## src/rtl/daq_stream_pkg.sv

```systemverilog
// daq_stream_pkg
// Shared definitions for the DAQ event stream: framing markers, the event
// framing FSM state encoding and the default beat-count width. Imported by
// the event word source and by the 32->64-bit packer.
package daq_stream_pkg;

  localparam int NW_WIDTH_DEF = 12;

  localparam logic [7:0]  HDR_MARKER = 8'hA5;
  localparam logic [15:0] TRL_MARKER = 16'hE0E0;

  typedef enum logic [2:0] {
    ST_IDLE    = 3'd0,
    ST_HDR0    = 3'd1,
    ST_HDR1    = 3'd2,
    ST_DATA    = 3'd3,
    ST_TRAILER = 3'd4
  } evt_state_e;

endpackage

```

## src/rtl/stream_skid2.sv

```systemverilog
// stream_skid2
// Two-entry valid/ready buffer between the sample-buffer read return and the
// stream output. The writer has no ready; it must only push when a slot is
// free, which it decides from free_slots.
// Ports:
//   clk, rst             clock, async active-high reset
//   in_valid, in_data    write side (one word per cycle when in_valid)
//   out_valid, out_data  head of buffer
//   out_ready            consumer pops the head when out_valid && out_ready
//   free_slots           2 - occupancy
module stream_skid2 #(
  parameter int W = 32
) (
  input  logic         clk,
  input  logic         rst,
  input  logic         in_valid,
  input  logic [W-1:0] in_data,
  output logic         out_valid,
  output logic [W-1:0] out_data,
  input  logic         out_ready,
  output logic [1:0]   free_slots
);

  logic [W-1:0] slot0;  // head
  logic [W-1:0] slot1;
  logic [1:0]   count;
  logic         push;
  logic         pop;

  assign push       = in_valid;
  assign pop        = out_valid && out_ready;
  assign out_valid  = (count != 2'd0);
  assign out_data   = slot0;
  assign free_slots = 2'd2 - count;

  always_ff @(posedge clk or posedge rst) begin
    if (rst) begin
      slot0 <= '0;
      slot1 <= '0;
      count <= 2'd0;
    end else begin
      case ({push, pop})
        2'b10: begin
          if (count == 2'd0) slot0 <= in_data;
          else               slot1 <= in_data;
          count <= count + 2'd1;
        end
        2'b01: begin
          slot0 <= slot1;
          count <= count - 2'd1;
        end
        2'b11: begin
          // pop needs a valid head, so count is 1 or 2 here
          if (count == 2'd1) begin
            slot0 <= in_data;
          end else begin
            slot0 <= slot1;
            slot1 <= in_data;
          end
        end
        default: ;
      endcase
    end
  end

endmodule

```

## src/rtl/event_word_source.sv

```systemverilog
// event_word_source
// Frames one DAQ event per accepted trigger as a 32-bit word stream:
// HDR0 {A5, event number}, HDR1 beat count, 2*nb data words read from the
// sample buffer, and a trailer {E0E0, word count} flagged with fifo_last.
// Ports:
//   clk, rst                   clock, async active-high reset
//   trigger, num_beats         event request and its length in 64-bit beats
//   mem_rd_en, mem_addr        sample-buffer read strobe / address
//   mem_rdata                  read data, one cycle after mem_rd_en
//   fifo_data/valid/ready/last output stream
//   busy                       FSM not idle
//   trig_dropped               saturating count of triggers ignored while busy
//
// state      | meaning
// -----------+--------------------------------------------------------
// ST_IDLE    | waiting for trigger
// ST_HDR0    | presenting {A5, evt}; sample prefetch starts here
// ST_HDR1    | presenting nb
// ST_DATA    | presenting buffered sample words
// ST_TRAILER | presenting {E0E0, 2*nb}, fifo_last=1
module event_word_source
  import daq_stream_pkg::*;
#(
  parameter int NW_WIDTH   = NW_WIDTH_DEF,
  parameter int ADDR_WIDTH = NW_WIDTH + 1
) (
  input  logic                  clk,
  input  logic                  rst,
  input  logic                  trigger,
  input  logic [NW_WIDTH-1:0]   num_beats,
  output logic                  mem_rd_en,
  output logic [ADDR_WIDTH-1:0] mem_addr,
  input  logic [31:0]           mem_rdata,
  output logic [31:0]           fifo_data,
  output logic                  fifo_valid,
  input  logic                  fifo_ready,
  output logic                  fifo_last,
  output logic                  busy,
  output logic [15:0]           trig_dropped
);

  evt_state_e            state;
  logic [NW_WIDTH-1:0]   nb;
  logic [NW_WIDTH-1:0]   nb_in;
  logic [ADDR_WIDTH-1:0] words_in;
  logic [23:0]           evt;
  logic [23:0]           trig_num;
  logic [ADDR_WIDTH-1:0] rd_addr;
  logic [ADDR_WIDTH-1:0] rd_left;
  logic [ADDR_WIDTH-1:0] data_left;
  logic                  rd_pending;
  logic                  rd_issue;
  logic                  fire;
  logic                  pop_data;
  logic                  skid_valid;
  logic [31:0]           skid_data;
  logic [1:0]            free_slots;
  logic [2:0]            room;
  logic [31:0]           nb32;

  assign nb_in    = (num_beats == '0) ? NW_WIDTH'(1) : num_beats;
  assign words_in = ADDR_WIDTH'({nb_in, 1'b0});
  assign nb32     = {{(32-NW_WIDTH){1'b0}}, nb};

  assign fire     = fifo_valid && fifo_ready;
  assign pop_data = fire && (state == ST_DATA);

  // A read may issue only if its data, landing next cycle, is sure to find a
  // slot: the read already in flight takes one, a pop this cycle frees one.
  assign room     = {1'b0, free_slots} + {2'b00, pop_data};
  assign rd_issue = ((state == ST_HDR0) || (state == ST_HDR1) || (state == ST_DATA))
                    && (rd_left != '0) && (room > {2'b00, rd_pending});

  assign mem_rd_en = rd_issue;
  assign mem_addr  = rd_addr;
  assign busy      = (state != ST_IDLE);

  stream_skid2 #(.W(32)) u_skid (
    .clk        (clk),
    .rst        (rst),
    .in_valid   (rd_pending),
    .in_data    (mem_rdata),
    .out_valid  (skid_valid),
    .out_data   (skid_data),
    .out_ready  (pop_data),
    .free_slots (free_slots)
  );

  always_comb begin
    fifo_valid = 1'b0;
    fifo_data  = '0;
    fifo_last  = 1'b0;
    case (state)
      ST_HDR0: begin
        fifo_valid = 1'b1;
        fifo_data  = {HDR_MARKER, evt};
      end
      ST_HDR1: begin
        fifo_valid = 1'b1;
        fifo_data  = nb32;
      end
      ST_DATA: begin
        fifo_valid = skid_valid;
        fifo_data  = skid_data;
      end
      ST_TRAILER: begin
        fifo_valid = 1'b1;
        fifo_data  = {TRL_MARKER, nb32[14:0], 1'b0};
        fifo_last  = 1'b1;
      end
      default: ;
    endcase
  end

  always_ff @(posedge clk or posedge rst) begin
    if (rst) begin
      state        <= ST_IDLE;
      nb           <= '0;
      evt          <= '0;
      trig_num     <= '0;
      rd_addr      <= '0;
      rd_left      <= '0;
      data_left    <= '0;
      rd_pending   <= 1'b0;
      trig_dropped <= '0;
    end else begin
      rd_pending <= rd_issue;
      if (rd_issue) begin
        rd_addr <= rd_addr + ADDR_WIDTH'(1);
        rd_left <= rd_left - ADDR_WIDTH'(1);
      end

      if (trigger && (state != ST_IDLE) && (trig_dropped != 16'hFFFF))
        trig_dropped <= trig_dropped + 16'd1;

      case (state)
        ST_IDLE: begin
          if (trigger) begin
            nb        <= nb_in;
            evt       <= trig_num;
            trig_num  <= trig_num + 24'd1;
            rd_addr   <= '0;
            rd_left   <= words_in;
            data_left <= words_in;
            state     <= ST_HDR0;
          end
        end
        ST_HDR0: if (fire) state <= ST_HDR1;
        ST_HDR1: if (fire) state <= ST_DATA;
        ST_DATA: begin
          if (fire) begin
            data_left <= data_left - ADDR_WIDTH'(1);
            if (data_left == ADDR_WIDTH'(1)) state <= ST_TRAILER;
          end
        end
        ST_TRAILER: begin
          if (fire) begin
            state   <= ST_IDLE;
            rd_addr <= '0;
          end
        end
        default: state <= ST_IDLE;
      endcase
    end
  end

endmodule
```

## config.mk

```make
export PLATFORM = sky130hd
export DESIGN_NAME = event_word_source
export DESIGN_NICKNAME = d
export VERILOG_FILES = /design/src/rtl/daq_stream_pkg.sv /design/src/rtl/stream_skid2.sv /design/src/rtl/event_word_source.sv
export SDC_FILE = /design/constraint.sdc
export NUM_CORES = 1
export LEC_CHECK = 0
export ABC_AREA = 1
export CORE_ASPECT_RATIO = 0.5
export CORE_UTILIZATION = 40
export DETAILED_ROUTE_END_ITERATION = 8
export PLACE_DENSITY_LB_ADDON = 0.15
export SYNTH_ARGS = -nofsm -noshare
export SYNTH_HDL_FRONTEND = slang
export SYNTH_SLANG_ARGS = --single-unit
```

## constraint.sdc

```tcl
create_clock -name clk -period 7.9 [get_ports clk]
set_input_delay 1.185 -clock clk [delete_from_list [all_inputs] [get_ports clk]]
set_output_delay 1.185 -clock clk [all_outputs]
set_load 0.02 [all_outputs]
```

==> results list <==
- For this block, the initial DRC count from the detailed router was approximately 490.
- Detailed placement finished with a half-perimeter wire length of about 18000 µm.
- Count of state elements after synthesis: between 150 and 200
- For this run, the detailed router's first-pass iteration total came to 8.
- From synthesis to final layout, the design area changed by 20.0%.
- The die covers roughly 25000 µm².
* Number of design rule violations left after detail routing: 0
- Peak Freq: between 0.15 and 0.2 GHz
- In the synthesized netlist the dominant register cell turns out to be sky130_fd_sc_hd__dfrtp_1.
- For the worst setup path, the data required time is about 6.7 ns.
* Switching component of the power: about 2 mW
- The count of final max-slew check failures was 0.
- Setup repair after global routing left no endpoint under its margin.
- Of all nets on the critical path, the largest fanout is 33.
- Across all setup checks in the final design, the least slack found is ~2.4 ns.
- Via/cell ratio: between 4 and 5
- The clock period could shrink to 5.50 ns.
* Endpoint class of the critical path: output port
- Dividing the final minimum period by the clock period gives 0.696.
- In this run, CTS created clock tree buffers numbering 17.
- Entering global routing, the biggest net connects 72 pins.
- After clock tree synthesis, the clock-pin slew on the worst setup and hold paths is approximately 0.070 ns.
- Cts repair resizes: 0
* Library cell occupying the most area in the post-synthesis netlist: sky130_fd_sc_hd__dfrtp_1
- After synthesis, the mean cell area works out to just under 8 µm².
* Finished layout cell area: roughly 12000 µm²
- The internal portion of the total power is between 2 and 3 mW.
- Transition time at the pin with the least slew margin: roughly 0.94 ns
- Largest vdd supply drop: approximately 0.25 mV
- Synthesized instance count: 1240
- Total number of placement rows: 39
- Number of H-tree levels: 4
- Combined area of all synthesized cells: between 9000 and 10000 µm²
- Routed wirelength normalized by instance count: ~15 µm
- The later pin in the worst-skew pair is clocked with a latency of between 0.4 and 0.5 ns.
- The number of setup buffers added after CTS is 0.
- From left edge to right edge, the die measures approximately 220 µm.
- Counting the fill cells in the layout gives about 2300.
* Post-layout net count: 1396
- The worst hold path belongs to the class reg -> reg.
* Largest cells by area after synthesis: sky130_fd_sc_hd__dfrtp_1 48%, sky130_fd_sc_hd__nand2_1 13%, sky130_fd_sc_hd__inv_1 7.6%, sky130_fd_sc_hd__o21ai_0 6.9%, sky130_fd_sc_hd__xor2_1 3.4%
- Number of sinks on the clock net: roughly 190
* Switching share of power: 0.442
- Total power for the finished layout comes to around 4.5 mW.
- Number of synthesized flops with an enable pin: 0
- Area of the core: around 23000 µm²
- Wire length of the first global-routing pass: roughly 42000 µm
* Buffers from clock root to sink, at most: 2
* Reg area: roughly 4600 µm²
* IO Port Bufs: around 110
- Routability Congestion: 0.893
- DR vias: ~8200
- For this design the static power due to leakage is 5.59 nW.
* Sort of element at the start of the critical path: flip-flop
* DP Worst Slack: between 2 and 2.5 ns
- Final hold vios: 0
* Top post-synthesis cells by count: 336 x sky130_fd_sc_hd__nand2_1, 195 x sky130_fd_sc_hd__inv_1, 185 x sky130_fd_sc_hd__dfrtp_1
* Number of warnings printed during yosys synthesis: 0
- Root buffer selected by CTS: sky130_fd_sc_hd__clkbuf_16
* Critical path type: reg -> out
- TritonCTS built the clock tree.
- Summed over all failing endpoints, the final setup total negative slack is 0 ns.
- From bottom edge to top edge, the die measures 112 µm.
- Yosys instantiated no cell more often than sky130_fd_sc_hd__nand2_1.
- Share of layout cells above drive strength 1: 0.0535
- For this design the ratio of total power to cell area is approximately 390 nW/µm².
- Outcome: finished, final reports clean
- Of the total power, the clock network draws 0.187.
- Of the total power, registers draw 0.347.
* Grt ovf: 0
- For the worst setup path, the data arrival time is 4.31 ns.
- For this configuration, the core starts out at a cell density of 0.415.
- Number of antenna violations at the first check in global routing: 0
- Post-synth top area share: 0.481
* Antenna-violating nets left: 0
* Number of endpoints failing setup at the final stage: 0
- 0 antenna diodes ended up in the layout.
- Combinational fraction of design power: 0.466
- Across every metal layer, demand over resource in global routing totals 0.211.
- During I/O placement, the number of pins put on the boundary was roughly 110.
- Of the synthesized area, sequential elements account for 0.481.
* Remaining max-slew budget at the tightest pin: 0.375
- Mapped Nets: around 1300
* Max-cap violations: 0
* Wirelength, routed: approximately 24000 µm
- The via count of the first global-routing pass is 8157.
- Distinct cell type count of the synthesized netlist: 39
- Count of hold buffers inserted by post-cts repair: 0
- Footprint of the multi-input gates: about 4000 µm²
- The placed instances occupy a cell area of 11000 µm².
- Share of flip-flops with an asynchronous set or reset after synthesis: 1.00
* Post-route clock skew: 0.00846 ns
==> worst max-delay path: stages, from the launching register on <==
cell and delay (ns):
sky130_fd_sc_hd__dfrtp_1 0.41, sky130_fd_sc_hd__inv_2 0.11, sky130_fd_sc_hd__nand2_1 0.13, sky130_fd_sc_hd__nor2_4 0.59
sky130_fd_sc_hd__nand3_2 0.42, sky130_fd_sc_hd__inv_1 0.14, sky130_fd_sc_hd__ha_1 0.18, sky130_fd_sc_hd__inv_1 0.05
sky130_fd_sc_hd__ha_1 0.28, sky130_fd_sc_hd__nor3b_1 0.33, sky130_fd_sc_hd__nor2_4 0.09, sky130_fd_sc_hd__nand2_2 0.33
sky130_fd_sc_hd__inv_2 0.21, sky130_fd_sc_hd__clkdlybuf4s50_1 0.60
==> power groups by stage <==
| stage | Sequential (mW) | Combinational, mW | Clock (mW) |
|---|---|---|---|
| floorplan | 1.56 | 1.46 | 0 |
| global placement | 1.58 | 2.09 | 0 |
| detailed placement | 1.59 | 2.13 | 0 |
| CTS | 1.57 | 2.14 | 0.869 |
| global route | 1.62 | 2.41 | 0.911 |
| finish | 1.57 | 2.12 | 0.847 |
==> sequential cells by signal (all words and copies together), names as in the netlist <==
name and cells:
rd_left 13, trig_dropped 16, rd_pending 1, state 3
u_skid.count 2, data_left 13, evt 24, u_skid.slot1 32
trig_num 24, nb 12, mem_addr 13, u_skid.out_data 32
==> cells by family (layout without fill, tap and decap cells) <==
kind of cell	Yosys count	count (layout)	share of synthesized area
AO/OA/AOI/OAI	218	218	0.125
flip-flops	185	185	0.481
adder cells (fa/ha/maj)	15	15	0.0195
buffers and inverters	246	352	0.101
AND/OR/NAND/NOR	529	529	0.231
XOR/XNOR	47	47	0.0427
==> worst paths after layout <==
path                           from            to  slack [ns]  cells past startpoint
max in group asynchronous       rst        evt[6]        5.37                      3
min in group asynchronous       rst  mem_addr[10]        1.19                      2
setup / recovery           state[2]     mem_rd_en        2.40                     13
setup reg to reg           state[2]    rd_left[1]        4.18                     14
hold / removal              evt[15]       evt[15]        0.47                      2
hold reg to reg             evt[15]       evt[15]        0.47                      2
==> cells in the final DEF (no fill, tap or decap), types with 4 or more instances in the layout <==
cell type / count
sky130_fd_sc_hd__nor3_1: 15
sky130_fd_sc_hd__o22ai_1: 34
sky130_fd_sc_hd__xnor2_1: 10
sky130_fd_sc_hd__inv_2: 6
sky130_fd_sc_hd__inv_1: 194
sky130_fd_sc_hd__o2111ai_1: 7
sky130_fd_sc_hd__o21ai_1: 11
sky130_fd_sc_hd__nand4_1: 10
sky130_fd_sc_hd__o21ai_0: 133
sky130_fd_sc_hd__nor2_2: 6
sky130_fd_sc_hd__nand3_1: 51
sky130_fd_sc_hd__xor2_1: 37
sky130_fd_sc_hd__dfrtp_1: 185
sky130_fd_sc_hd__clkbuf_16: 17
sky130_fd_sc_hd__o221ai_1: 4
sky130_fd_sc_hd__nor2_1: 85
sky130_fd_sc_hd__inv_6: 5
sky130_fd_sc_hd__clkdlybuf4s50_1: 112
sky130_fd_sc_hd__a21oi_1: 16
sky130_fd_sc_hd__nand2_1: 336
sky130_fd_sc_hd__ha_1: 15
sky130_fd_sc_hd__nand2_2: 6
sky130_fd_sc_hd__buf_4: 7
==> through the flow <==
step / hold WS, ns / instances / util
3_5_place_dp: 0.460 / 1621 / 0.473
6_report: 0.473 / 1653 / 0.498
2_1_floorplan: 0.442 / 1240 / -
4_1_cts: 0.478 / 1653 / 0.498
5_1_grt: 0.506 / 1653 / 0.498
3_3_place_gp: 0.461 / 1621 / 0.473
==> per-layer routing <==
layer,vias to the layer above,track usage,part of all wire
li1,4121,-,-
met1,3858,0.292,0.48
met2,146,0.336,0.46
met3,36,0.0325,0.037
met4,0,0.0778,0.023
met5,-,0,0
==> final cells by class <==
class | count | area share
timing repair buffer | 119 | 0.102
multi-input combinational | 809 | 0.350
clock buffer | 20 | 0.0395
clock inverter | 12 | 0.00985
sequential | 185 | 0.401
tap | 307 | 0.0332
inverter | 201 | 0.0657
Note: power is estimated with default switching activity, not from simulation.
